### src/rtl/rx_pkg.sv
// -----------------------------------------------------------------------------
// rx_pkg
// Constants and helpers shared across the UART RX path. The bit sampler,
// the deserializer and the stop/parity/start checkers all use this package.
//   FRAME_BITS_DEF : bits per frame (start + 8 data + parity + stop)
//   PRESCALE_MIN   : smallest oversampling ratio; smaller requests are raised to it
//   IDLE_LEVEL     : level of the serial line when it is idle
//   maj3()         : 2-of-3 majority vote
// -----------------------------------------------------------------------------
package rx_pkg;

  localparam int   FRAME_BITS_DEF = 11;
  localparam int   PRESCALE_MIN   = 8;
  localparam logic IDLE_LEVEL     = 1'b1;

  function automatic logic maj3(input logic a, input logic b, input logic c);
    return (a & b) | (a & c) | (b & c);
  endfunction

endpackage

### src/rtl/rx_bit_sampler_if.sv
// -----------------------------------------------------------------------------
// rx_bit_sampler_if
// Groups the sampler's line, control and status signals into one bundle.
//   master : the RX FSM side; it drives RX_IN/enable/prescale and reads status
//   slave  : the sampler side; it reads the controls and drives status
// Signals:
//   RX_IN        serial line, idle high
//   enable       high while a frame is being received
//   prescale     requested oversampling ratio (8, 16 or 32)
//   sampled_bit  majority-voted bit value
//   sample_valid one-cycle strobe; sampled_bit was updated on this edge
//   edge_cnt     oversample index within the current bit
//   bit_cnt      bit index within the frame
//   bit_done     one-cycle pulse on the last edge of each bit
//   frame_done   one-cycle pulse on the last edge of the last bit
// -----------------------------------------------------------------------------
interface rx_bit_sampler_if #(
  parameter int PRESCALE_WIDTH = 6,
  parameter int BIT_CNT_WIDTH  = 4
);

  logic                      RX_IN;
  logic                      enable;
  logic [PRESCALE_WIDTH-1:0] prescale;
  logic                      sampled_bit;
  logic                      sample_valid;
  logic [PRESCALE_WIDTH-1:0] edge_cnt;
  logic [BIT_CNT_WIDTH-1:0]  bit_cnt;
  logic                      bit_done;
  logic                      frame_done;

  modport master (
    output RX_IN, enable, prescale,
    input  sampled_bit, sample_valid, edge_cnt, bit_cnt, bit_done, frame_done
  );

  modport slave (
    input  RX_IN, enable, prescale,
    output sampled_bit, sample_valid, edge_cnt, bit_cnt, bit_done, frame_done
  );

endinterface

### src/rtl/rx_edge_bit_counter.sv
// -----------------------------------------------------------------------------
// rx_edge_bit_counter
// Oversample (edge) and bit counters for the UART RX path. The deserializer
// uses the same block for its bit-index logic.
// Ports:
//   CLK, RST    clock, synchronous active-high reset
//   enable      counting enable; while low, counters clear and prescale is latched
//   prescale    requested oversampling ratio
//   edge_cnt    oversample index within the current bit (registered)
//   bit_cnt     bit index within the frame (registered)
//   bit_done    pulse set on the edge where edge_cnt wraps
//   frame_done  pulse set on the wrap of the last bit in the frame
//   p_eff       effective oversampling ratio in use for this frame
// -----------------------------------------------------------------------------
module rx_edge_bit_counter
  import rx_pkg::*;
#(
  parameter int PRESCALE_WIDTH = 6,
  parameter int BIT_CNT_WIDTH  = 4,
  parameter int FRAME_BITS     = FRAME_BITS_DEF
) (
  input  logic                      CLK,
  input  logic                      RST,
  input  logic                      enable,
  input  logic [PRESCALE_WIDTH-1:0] prescale,
  output logic [PRESCALE_WIDTH-1:0] edge_cnt,
  output logic [BIT_CNT_WIDTH-1:0]  bit_cnt,
  output logic                      bit_done,
  output logic                      frame_done,
  output logic [PRESCALE_WIDTH-1:0] p_eff
);

  localparam int PW = PRESCALE_WIDTH;
  localparam int BW = BIT_CNT_WIDTH;

  logic [PW-1:0] p_q, p_d;
  logic [PW-1:0] edge_cnt_q, edge_cnt_d;
  logic [BW-1:0] bit_cnt_q, bit_cnt_d;
  logic          bit_done_q, bit_done_d;
  logic          frame_done_q, frame_done_d;

  always_comb begin
    p_d          = p_q;
    edge_cnt_d   = edge_cnt_q;
    bit_cnt_d    = bit_cnt_q;
    bit_done_d   = 1'b0;
    frame_done_d = 1'b0;
    if (!enable) begin
      // The ratio is only taken while idle so it stays frozen for a whole frame.
      // Odd ratios are rounded down to even so the bit centre is well defined.
      if (prescale < PW'(PRESCALE_MIN)) begin
        p_d = PW'(PRESCALE_MIN);
      end else begin
        p_d = {prescale[PW-1:1], 1'b0};
      end
      edge_cnt_d = '0;
      bit_cnt_d  = '0;
    end else if (edge_cnt_q == p_q - PW'(1)) begin
      edge_cnt_d = '0;
      bit_done_d = 1'b1;
      if (bit_cnt_q == BW'(FRAME_BITS - 1)) begin
        bit_cnt_d    = '0;
        frame_done_d = 1'b1;
      end else begin
        bit_cnt_d = bit_cnt_q + BW'(1);
      end
    end else begin
      edge_cnt_d = edge_cnt_q + PW'(1);
    end
  end

  always_ff @(posedge CLK) begin
    if (RST) begin
      p_q          <= PW'(PRESCALE_MIN);
      edge_cnt_q   <= '0;
      bit_cnt_q    <= '0;
      bit_done_q   <= 1'b0;
      frame_done_q <= 1'b0;
    end else begin
      p_q          <= p_d;
      edge_cnt_q   <= edge_cnt_d;
      bit_cnt_q    <= bit_cnt_d;
      bit_done_q   <= bit_done_d;
      frame_done_q <= frame_done_d;
    end
  end

  assign edge_cnt   = edge_cnt_q;
  assign bit_cnt    = bit_cnt_q;
  assign bit_done   = bit_done_q;
  assign frame_done = frame_done_q;
  assign p_eff      = p_q;

endmodule

### src/rtl/rx_bit_sampler.sv
// -----------------------------------------------------------------------------
// rx_bit_sampler
// UART RX front end: oversamples the serial line, runs the edge/bit counters
// and majority-votes three mid-bit samples into sampled_bit with a one-cycle
// sample_valid strobe.
// Ports:
//   CLK, RST  clock, synchronous active-high reset
//   bus       rx_bit_sampler_if.slave (RX_IN, enable, prescale in;
//             sampled_bit, sample_valid, edge_cnt, bit_cnt, bit_done,
//             frame_done out)
// Build option:
//   SAMPLER_SYNC_EN  when defined, RX_IN goes through a 2-flop synchronizer
//                    before sampling (line-to-sample delay grows by 2 CLK).
//                    When undefined, RX_IN is assumed already synchronous.
// Timing: with H = P/2, the line is captured on the edges where edge_cnt is
// H-1, H and H+1; the vote and strobe happen on the edge where edge_cnt is H+2.
// -----------------------------------------------------------------------------
module rx_bit_sampler
  import rx_pkg::*;
#(
  parameter int PRESCALE_WIDTH = 6,
  parameter int BIT_CNT_WIDTH  = 4,
  parameter int FRAME_BITS     = FRAME_BITS_DEF
) (
  input logic                CLK,
  input logic                RST,
  rx_bit_sampler_if.slave    bus
);

  localparam int PW = PRESCALE_WIDTH;

  logic [PW-1:0]            edge_cnt;
  logic [BIT_CNT_WIDTH-1:0] bit_cnt;
  logic                     bit_done;
  logic                     frame_done;
  logic [PW-1:0]            p_eff;
  logic [PW-1:0]            half;
  logic                     rx_samp;

  rx_edge_bit_counter #(
    .PRESCALE_WIDTH (PRESCALE_WIDTH),
    .BIT_CNT_WIDTH  (BIT_CNT_WIDTH),
    .FRAME_BITS     (FRAME_BITS)
  ) u_counter (
    .CLK        (CLK),
    .RST        (RST),
    .enable     (bus.enable),
    .prescale   (bus.prescale),
    .edge_cnt   (edge_cnt),
    .bit_cnt    (bit_cnt),
    .bit_done   (bit_done),
    .frame_done (frame_done),
    .p_eff      (p_eff)
  );

  assign half = p_eff >> 1;

`ifdef SAMPLER_SYNC_EN
  logic [1:0] sync_q, sync_d;

  assign sync_d  = {sync_q[0], bus.RX_IN};
  assign rx_samp = sync_q[1];

  always_ff @(posedge CLK) begin
    if (RST) begin
      sync_q <= {2{IDLE_LEVEL}};
    end else begin
      sync_q <= sync_d;
    end
  end
`else
  assign rx_samp = bus.RX_IN;
`endif

  // Sample register gi captures the line on the edge where edge_cnt == H-1+gi.
  logic [2:0] s_q, s_d;

  for (genvar gi = 0; gi < 3; gi++) begin : g_sample
    assign s_d[gi] = (bus.enable && (edge_cnt == half + PW'(gi) - PW'(1)))
                     ? rx_samp : s_q[gi];
  end

  logic sampled_bit_q, sampled_bit_d;
  logic sample_valid_q, sample_valid_d;

  // All three samples are already registered by edge H+2, so the vote needs
  // no live line input and the strobe lands two edges after the centre sample.
  always_comb begin
    sampled_bit_d  = sampled_bit_q;
    sample_valid_d = 1'b0;
    if (bus.enable && (edge_cnt == half + PW'(2))) begin
      sampled_bit_d  = maj3(s_q[0], s_q[1], s_q[2]);
      sample_valid_d = 1'b1;
    end
  end

  always_ff @(posedge CLK) begin
    if (RST) begin
      s_q            <= {3{IDLE_LEVEL}};
      sampled_bit_q  <= IDLE_LEVEL;
      sample_valid_q <= 1'b0;
    end else begin
      s_q            <= s_d;
      sampled_bit_q  <= sampled_bit_d;
      sample_valid_q <= sample_valid_d;
    end
  end

  assign bus.sampled_bit  = sampled_bit_q;
  assign bus.sample_valid = sample_valid_q;
  assign bus.edge_cnt     = edge_cnt;
  assign bus.bit_cnt      = bit_cnt;
  assign bus.bit_done     = bit_done;
  assign bus.frame_done   = frame_done;

endmodule

### src/flat_wrapper.sv
// flat-port wrapper written by rule: the top's interface ports become plain ports
module rx_bit_sampler_flat import rx_pkg::*;
#(
  parameter int PRESCALE_WIDTH = 6,
  parameter int BIT_CNT_WIDTH  = 4,
  parameter int FRAME_BITS     = FRAME_BITS_DEF
)
  (CLK, RST, bus_RX_IN, bus_enable, bus_prescale, bus_sampled_bit, bus_sample_valid, bus_edge_cnt, bus_bit_cnt, bus_bit_done, bus_frame_done);
  rx_bit_sampler_if #(.PRESCALE_WIDTH(PRESCALE_WIDTH), .BIT_CNT_WIDTH(BIT_CNT_WIDTH)) bus_i ();
  input logic CLK;
  input logic RST;
  input wire logic [$bits(bus_i.RX_IN)-1:0] bus_RX_IN;
  input wire logic [$bits(bus_i.enable)-1:0] bus_enable;
  input wire logic [$bits(bus_i.prescale)-1:0] bus_prescale;
  output wire logic [$bits(bus_i.sampled_bit)-1:0] bus_sampled_bit;
  output wire logic [$bits(bus_i.sample_valid)-1:0] bus_sample_valid;
  output wire logic [$bits(bus_i.edge_cnt)-1:0] bus_edge_cnt;
  output wire logic [$bits(bus_i.bit_cnt)-1:0] bus_bit_cnt;
  output wire logic [$bits(bus_i.bit_done)-1:0] bus_bit_done;
  output wire logic [$bits(bus_i.frame_done)-1:0] bus_frame_done;
  assign bus_i.RX_IN = bus_RX_IN;
  assign bus_i.enable = bus_enable;
  assign bus_i.prescale = bus_prescale;
  assign bus_sampled_bit = bus_i.sampled_bit;
  assign bus_sample_valid = bus_i.sample_valid;
  assign bus_edge_cnt = bus_i.edge_cnt;
  assign bus_bit_cnt = bus_i.bit_cnt;
  assign bus_bit_done = bus_i.bit_done;
  assign bus_frame_done = bus_i.frame_done;
  rx_bit_sampler #(.PRESCALE_WIDTH(PRESCALE_WIDTH), .BIT_CNT_WIDTH(BIT_CNT_WIDTH), .FRAME_BITS(FRAME_BITS)) u_core (.CLK(CLK), .RST(RST), .bus(bus_i));
endmodule
### config.mk
export PLATFORM = sky130hd
export DESIGN_NAME = rx_bit_sampler_flat
export DESIGN_NICKNAME = d
export VERILOG_FILES = /design/src/rtl/rx_pkg.sv /design/src/rtl/rx_bit_sampler_if.sv /design/src/rtl/rx_edge_bit_counter.sv /design/src/rtl/rx_bit_sampler.sv /design/src/flat_wrapper.sv
export SDC_FILE = /design/constraint.sdc
export NUM_CORES = 1
export LEC_CHECK = 0
export ABC_AREA = 1
export ABC_CLOCK_PERIOD_IN_PS = 2100
export BUFFER_PORTS_ARGS = -buffer_cell sky130_fd_sc_hd__buf_2
export CELL_PAD_IN_SITES_DETAIL_PLACEMENT = 0
export CELL_PAD_IN_SITES_GLOBAL_PLACEMENT = 1
export CORE_MARGIN = 5
export CORE_UTILIZATION = 36
export CTS_CLUSTER_SIZE = 20
export DETAILED_ROUTE_END_ITERATION = 16
export GPL_ROUTABILITY_DRIVEN = 0
export PLACE_DENSITY = 0.83
export SETUP_SLACK_MARGIN = 0.2
export SLEW_MARGIN = 20
export SYNTH_ARGS = -nofsm -noshare
export SYNTH_HDL_FRONTEND = slang
export SYNTH_HIERARCHICAL = 1
export SYNTH_SLANG_ARGS = --single-unit
### constraint.sdc
create_clock -name CLK -period 2.1 [get_ports CLK]
set_input_delay 0.21 -clock CLK [delete_from_list [all_inputs] [get_ports CLK]]
set_output_delay 0.21 -clock CLK [all_outputs]
set_load 0.01 [all_outputs]
## After elaboration in Yosys (flattened, before gate mapping)

Index checks and enable logic that the tools add are counted.

- Input port bits: 10
- Output and inout port bits: 14
- Word-level logic and storage cells: 44
- Register bits: 23

- Eq/ne operators: 6
- Mux-type cells: 5
- $lt $le $gt $ge: 1
- Add/subtract/negate cells: 8
- Bitwise logic cells: 7
- Reductions and logical operators: 7

Operators by type and width:

| operator | count |
|---|---|
| 6-bit == test | 5 |
| 6-bit by 1-bit subtractor with 6-bit output (second input constant) | 3 |
| 5-bit by 1-bit adder with 6-bit output (second input constant) | 1 |
| 5-bit by 2-bit adder with 6-bit output (second input constant) | 1 |
| 6-bit by 1-bit adder with 6-bit output (second input constant) | 1 |
| 6-bit by 4-bit < comparator with 1-bit output (second input constant) | 1 |
| 6-bit 2-to-1 mux | 1 |
| 3-bit OR reduction | 2 |
| 5-bit by 1-bit subtractor with 6-bit output (second input constant) | 1 |
| 4-bit by 1-bit adder with 4-bit output (second input constant) | 1 |
| 4-bit == test (second input constant) | 1 |
| 1-bit logical AND | 4 |
| 4-bit 2-to-1 mux | 1 |
| 1-bit AND | 3 |
| 1-bit 2-to-1 mux | 3 |
| 1-bit NOT | 2 |
| 1-bit OR | 2 |
| 2-bit OR reduction | 1 |

## Logic depth before layout (Yosys ltp)

- Depth in word-level cells: 4
- Gate-level depth with buffers: 12
- Gate-level depth less buffers: 12

## Hierarchy

Netlist, hierarchy kept.

Modules (own cells, without submodules):

| module | instances | area an instance (sq um) | cells each | seq. area each (sq um) |
|---|---|---|---|---|
| rx_edge_bit_counter | 1 | 907.1 | 135 | 340.3 |
| rx_bit_sampler | 1 | 762.0 | 133 | 100.1 |

## Worst setup path before layout

Ideal clock, no wire load.

- Path type: register to register
- From: reg u_core.u_counter.p_q[3] (netlist: u_core/u_counter/p_eff[3])
- To: reg u_core.s_q[2]
- Setup time: 120 ps
- Slack: 472 ps
- Arrival: 1,507 ps
- Data required time: 1,980 ps
- Stages on the path, launching flop included: 13
- Period minus slack after synthesis: 1,628 ps
- Path buffers: 0
- Cell sequence: dfxtp_1 -> inv_1 -> ha_1 -> inv_1 -> nand2_1 -> nand3_1 -> nand2_1 -> inv_1 -> nand2_1 -> nor2_1 -> nand3_1 -> nand2_1 -> nand3_1

- Word-level cells in the longest chain between the ends: 4

Ends and longest elaborated chain:

| element | RTL line | RTL |
|---|---|---|
| from (decl) | rx_edge_bit_counter.sv:36 | `logic [PW-1:0] p_q, p_d;` |
| from (signal assigned) | rx_edge_bit_counter.sv:74 | `p_q <= PW'(PRESCALE_MIN);` |
| from (signal assigned) | rx_edge_bit_counter.sv:80 | `p_q <= p_d;` |
| 5-bit by 2-bit adder with 6-bit output | rx_bit_sampler.sv:79 | `assign s_d[gi] = (bus.enable && (edge_cnt == half + PW'(gi) - PW'(1)))` |
| 6-bit by 1-bit subtractor with 6-bit output | rx_bit_sampler.sv:79 |  |
| 6-bit == test | rx_bit_sampler.sv:79 |  |
| 1-bit logical AND | rx_bit_sampler.sv:79 |  |
| to (signal assigned) | rx_bit_sampler.sv:99 | `s_q <= {3{IDLE_LEVEL}};` |
| to (decl) | rx_bit_sampler.sv:76 | `logic [2:0] s_q, s_d;` |

Every way passes these cells.
A chain may end at the register's enable or synchronous reset.

## Worst setup path after layout

- From: reg u_core.u_counter.p_q[2] (netlist: u_core/u_counter/p_eff[2])
- To: reg u_core.s_q[2]

Same word-level chain as after synthesis.

==> flow_summary.yaml <==
power_and_ir_drop:
  pwr-share-comb_pct: 18.8
  vdd_ir_drop_max_mv: 0.412
  p_clk_share_pct: 38.4
  powerDensity_nw_per_um2: 541
  internal-power_w: 0.000756
  power.leakage_nw: 0.947
  netSwitchingFraction_pct: 27.2
  switchingPower_w: 0.000282
  p_seq_share_pct: 42.8
synth:
  netlist_instances: 266
  synth_area_um2: 1660
  syn_area_per_cell_um2: 6.23
  ys_warn_count: 6
  synth_fp_nets: 283
clock_network:
  h-tree-depth: 1
  clock_latency_ns: 0.27
  cts_sinks: 22
  clock_path_buffers: 2
  cts_setup_buffers: 0
  cts_tree: "built"
  cts-root-buf: "clkbuf_8"
  cts.clk_slew.worst_paths_ns: 0.07
  numCtsBuffers: 3
  cts-resized-gates: 0
  holdBufCountCts: 0
place:
  postPlaceCellArea_um2: 1840
  dp_hpwl_um: 3140
  dp_cells: 342
  numPortBuffers: 22
drt:
  wl_per_cell_um: 11.1
  postRouteAntennaNets: 0
  drt_wl_total_um: 3860
  drtIter0Drc: 39
  vias_per_cell: 4.69
  post-route-drc-count: 0
  firstDrtPassIters: 6
  vias: 1622
critical_path:
  max_stage_delay_ns: 0.40
  path_common_cell: "nand2_1"
  cp_num_buf_inv: 3
  critPathSlowestCell: "dfxtp_2"
  critPathMaxFanout: 6
  crit_family: "simple AND/OR/NAND/NOR gates"
  cp-start-kind: "register"
  required_ns: 2.25
  path_cells: "inv_1 -> ha_1 -> inv_1 -> nand2_1 -> nand3_1 -> nand2_1 -> inv_1 -> nand2_1 -> nor2_1 -> nand3_1 -> nand2_1 -> nand3_1"
  worst_setup_path_end_kind: "register"
  worstSetupPathType: "reg -> reg"
  worstPathArrival_ns: 1.84
  worst-r2r-setup-slack_ns: 0.41
floorplanning:
  core.rowCount: 24
  die_area_um2: 6060
  num_io_pins: 24
  die_w_um: 77.9
  fp.dieH_um: 77.9
  start_util_pct: 37.6
  core_area_um2: 4410
grt:
  grt_pass1_vias: 1469
  grt_overflow: 0
  grt_usage_pct: 12.7
  grt_max_degree: 14
  grt_pass1_wl_um: 6350
  grt_antenna_before_repair: 0
timing:
  fin_crit_ns: 1.69
  worstMarginPinSlew_ns: 0.434
  skew_ns: 0.0142
  slew_headroom_pct: 71.0
  fin_crit_sh_pct: 80.5
  setup_tns_ns: 0
  rsz0062_at_grt: "no"
  worst_hold_slack_ns: 0.179
  finalMaxSlewViolations: 0
  setup_viol: 0
  max_freq_ghz: 0.592
  finalHoldViolations: 0
status:
  run_status: "complete, no violations"
cells_and_area:
  instances_no_fill: 346
  fin_area_um2: 1920
  drive_gt1_share_pct: 19.4
  nets: 312
  final_util_pct: 43.5
  num_antenna_cells: 0
  nFillCells: 495
  syn_to_final_growth_pct: 15.8
  layout_common_cells: "nand2_1, inv_1, nand3_1, nor2_1, buf_2"
  layout_commonest_cell: "nand2_1"
min_path:
  hold_class: "in -> reg"
flow_run:
  cap_violations: 0
per-stage QoR:
step | setup slack (ns) | power [W]
global route | 0.210 | 0.00110
detailed placement | 0.330 | 0.000649
finish | 0.410 | 0.00104
global placement | 0.348 | 0.000647
floorplan | 0.472 | 0.000599
CTS | 0.322 | 0.00104
power groups by stage:
| stage | sequential, W | combinational (W) | clock [W] |
|---|---|---|---|
| after floorplan | 0.000451 | 0.000148 | 0 |
| after global placement | 0.000453 | 0.000194 | 0 |
| after detailed placement | 0.000453 | 0.000196 | 0 |
| after CTS | 0.000443 | 0.000197 | 0.000403 |
| after global routing | 0.000446 | 0.000224 | 0.000433 |
| final | 0.000444 | 0.000195 | 0.000399 |
final timing paths:
| kind | from | to | cells after the start |
|---|---|---|---|
| setup reg to reg | u_core/u_counter/p_eff[2] | u_core/s_q[2] | 12 |
| hold / removal | RST | u_core/bus.sample_valid | 2 |
| hold reg to reg | u_core/bus.sampled_bit | u_core/bus.sampled_bit | 2 |
| setup / recovery | u_core/u_counter/p_eff[2] | u_core/s_q[2] | 12 |
layout make-up:
class	count	area, µm²	share of cell area (%)
clock inverter	1	30.0	1.56
sequential	22	444	23.1
timing repair buffer	25	133	6.91
tap	52	65.1	3.39
clock buffer	3	41.3	2.15
inverter	47	179	9.32
multi-input combinational	196	1030	53.5
per-layer routing:
metal / part of all wire (%) / global-route usage (%) / vias up / wire length (µm)
met3: 2.6 / 2.89 / 2 / 100
met4: 0.49 / 2.75 / 0 / 19
met2: 48 / 22.3 / 15 / 1840
met1: 49 / 15.7 / 714 / 1900
li1: - / - / 891 / -
met5: 0 / 0 / - / 0
state kept, by name, summed over array words and instances, names as in the netlist:
register	count
u_core/u_counter/p_eff	5
u_core/u_counter/bit_cnt	4
u_core/bus.sample_valid	1
u_core/bus.sampled_bit	1
u_core/u_counter/bit_done	1
u_core/u_counter/frame_done	1
u_core/s_q	3
u_core/u_counter/edge_cnt	6
Note: power is estimated with default switching activity, not from simulation.
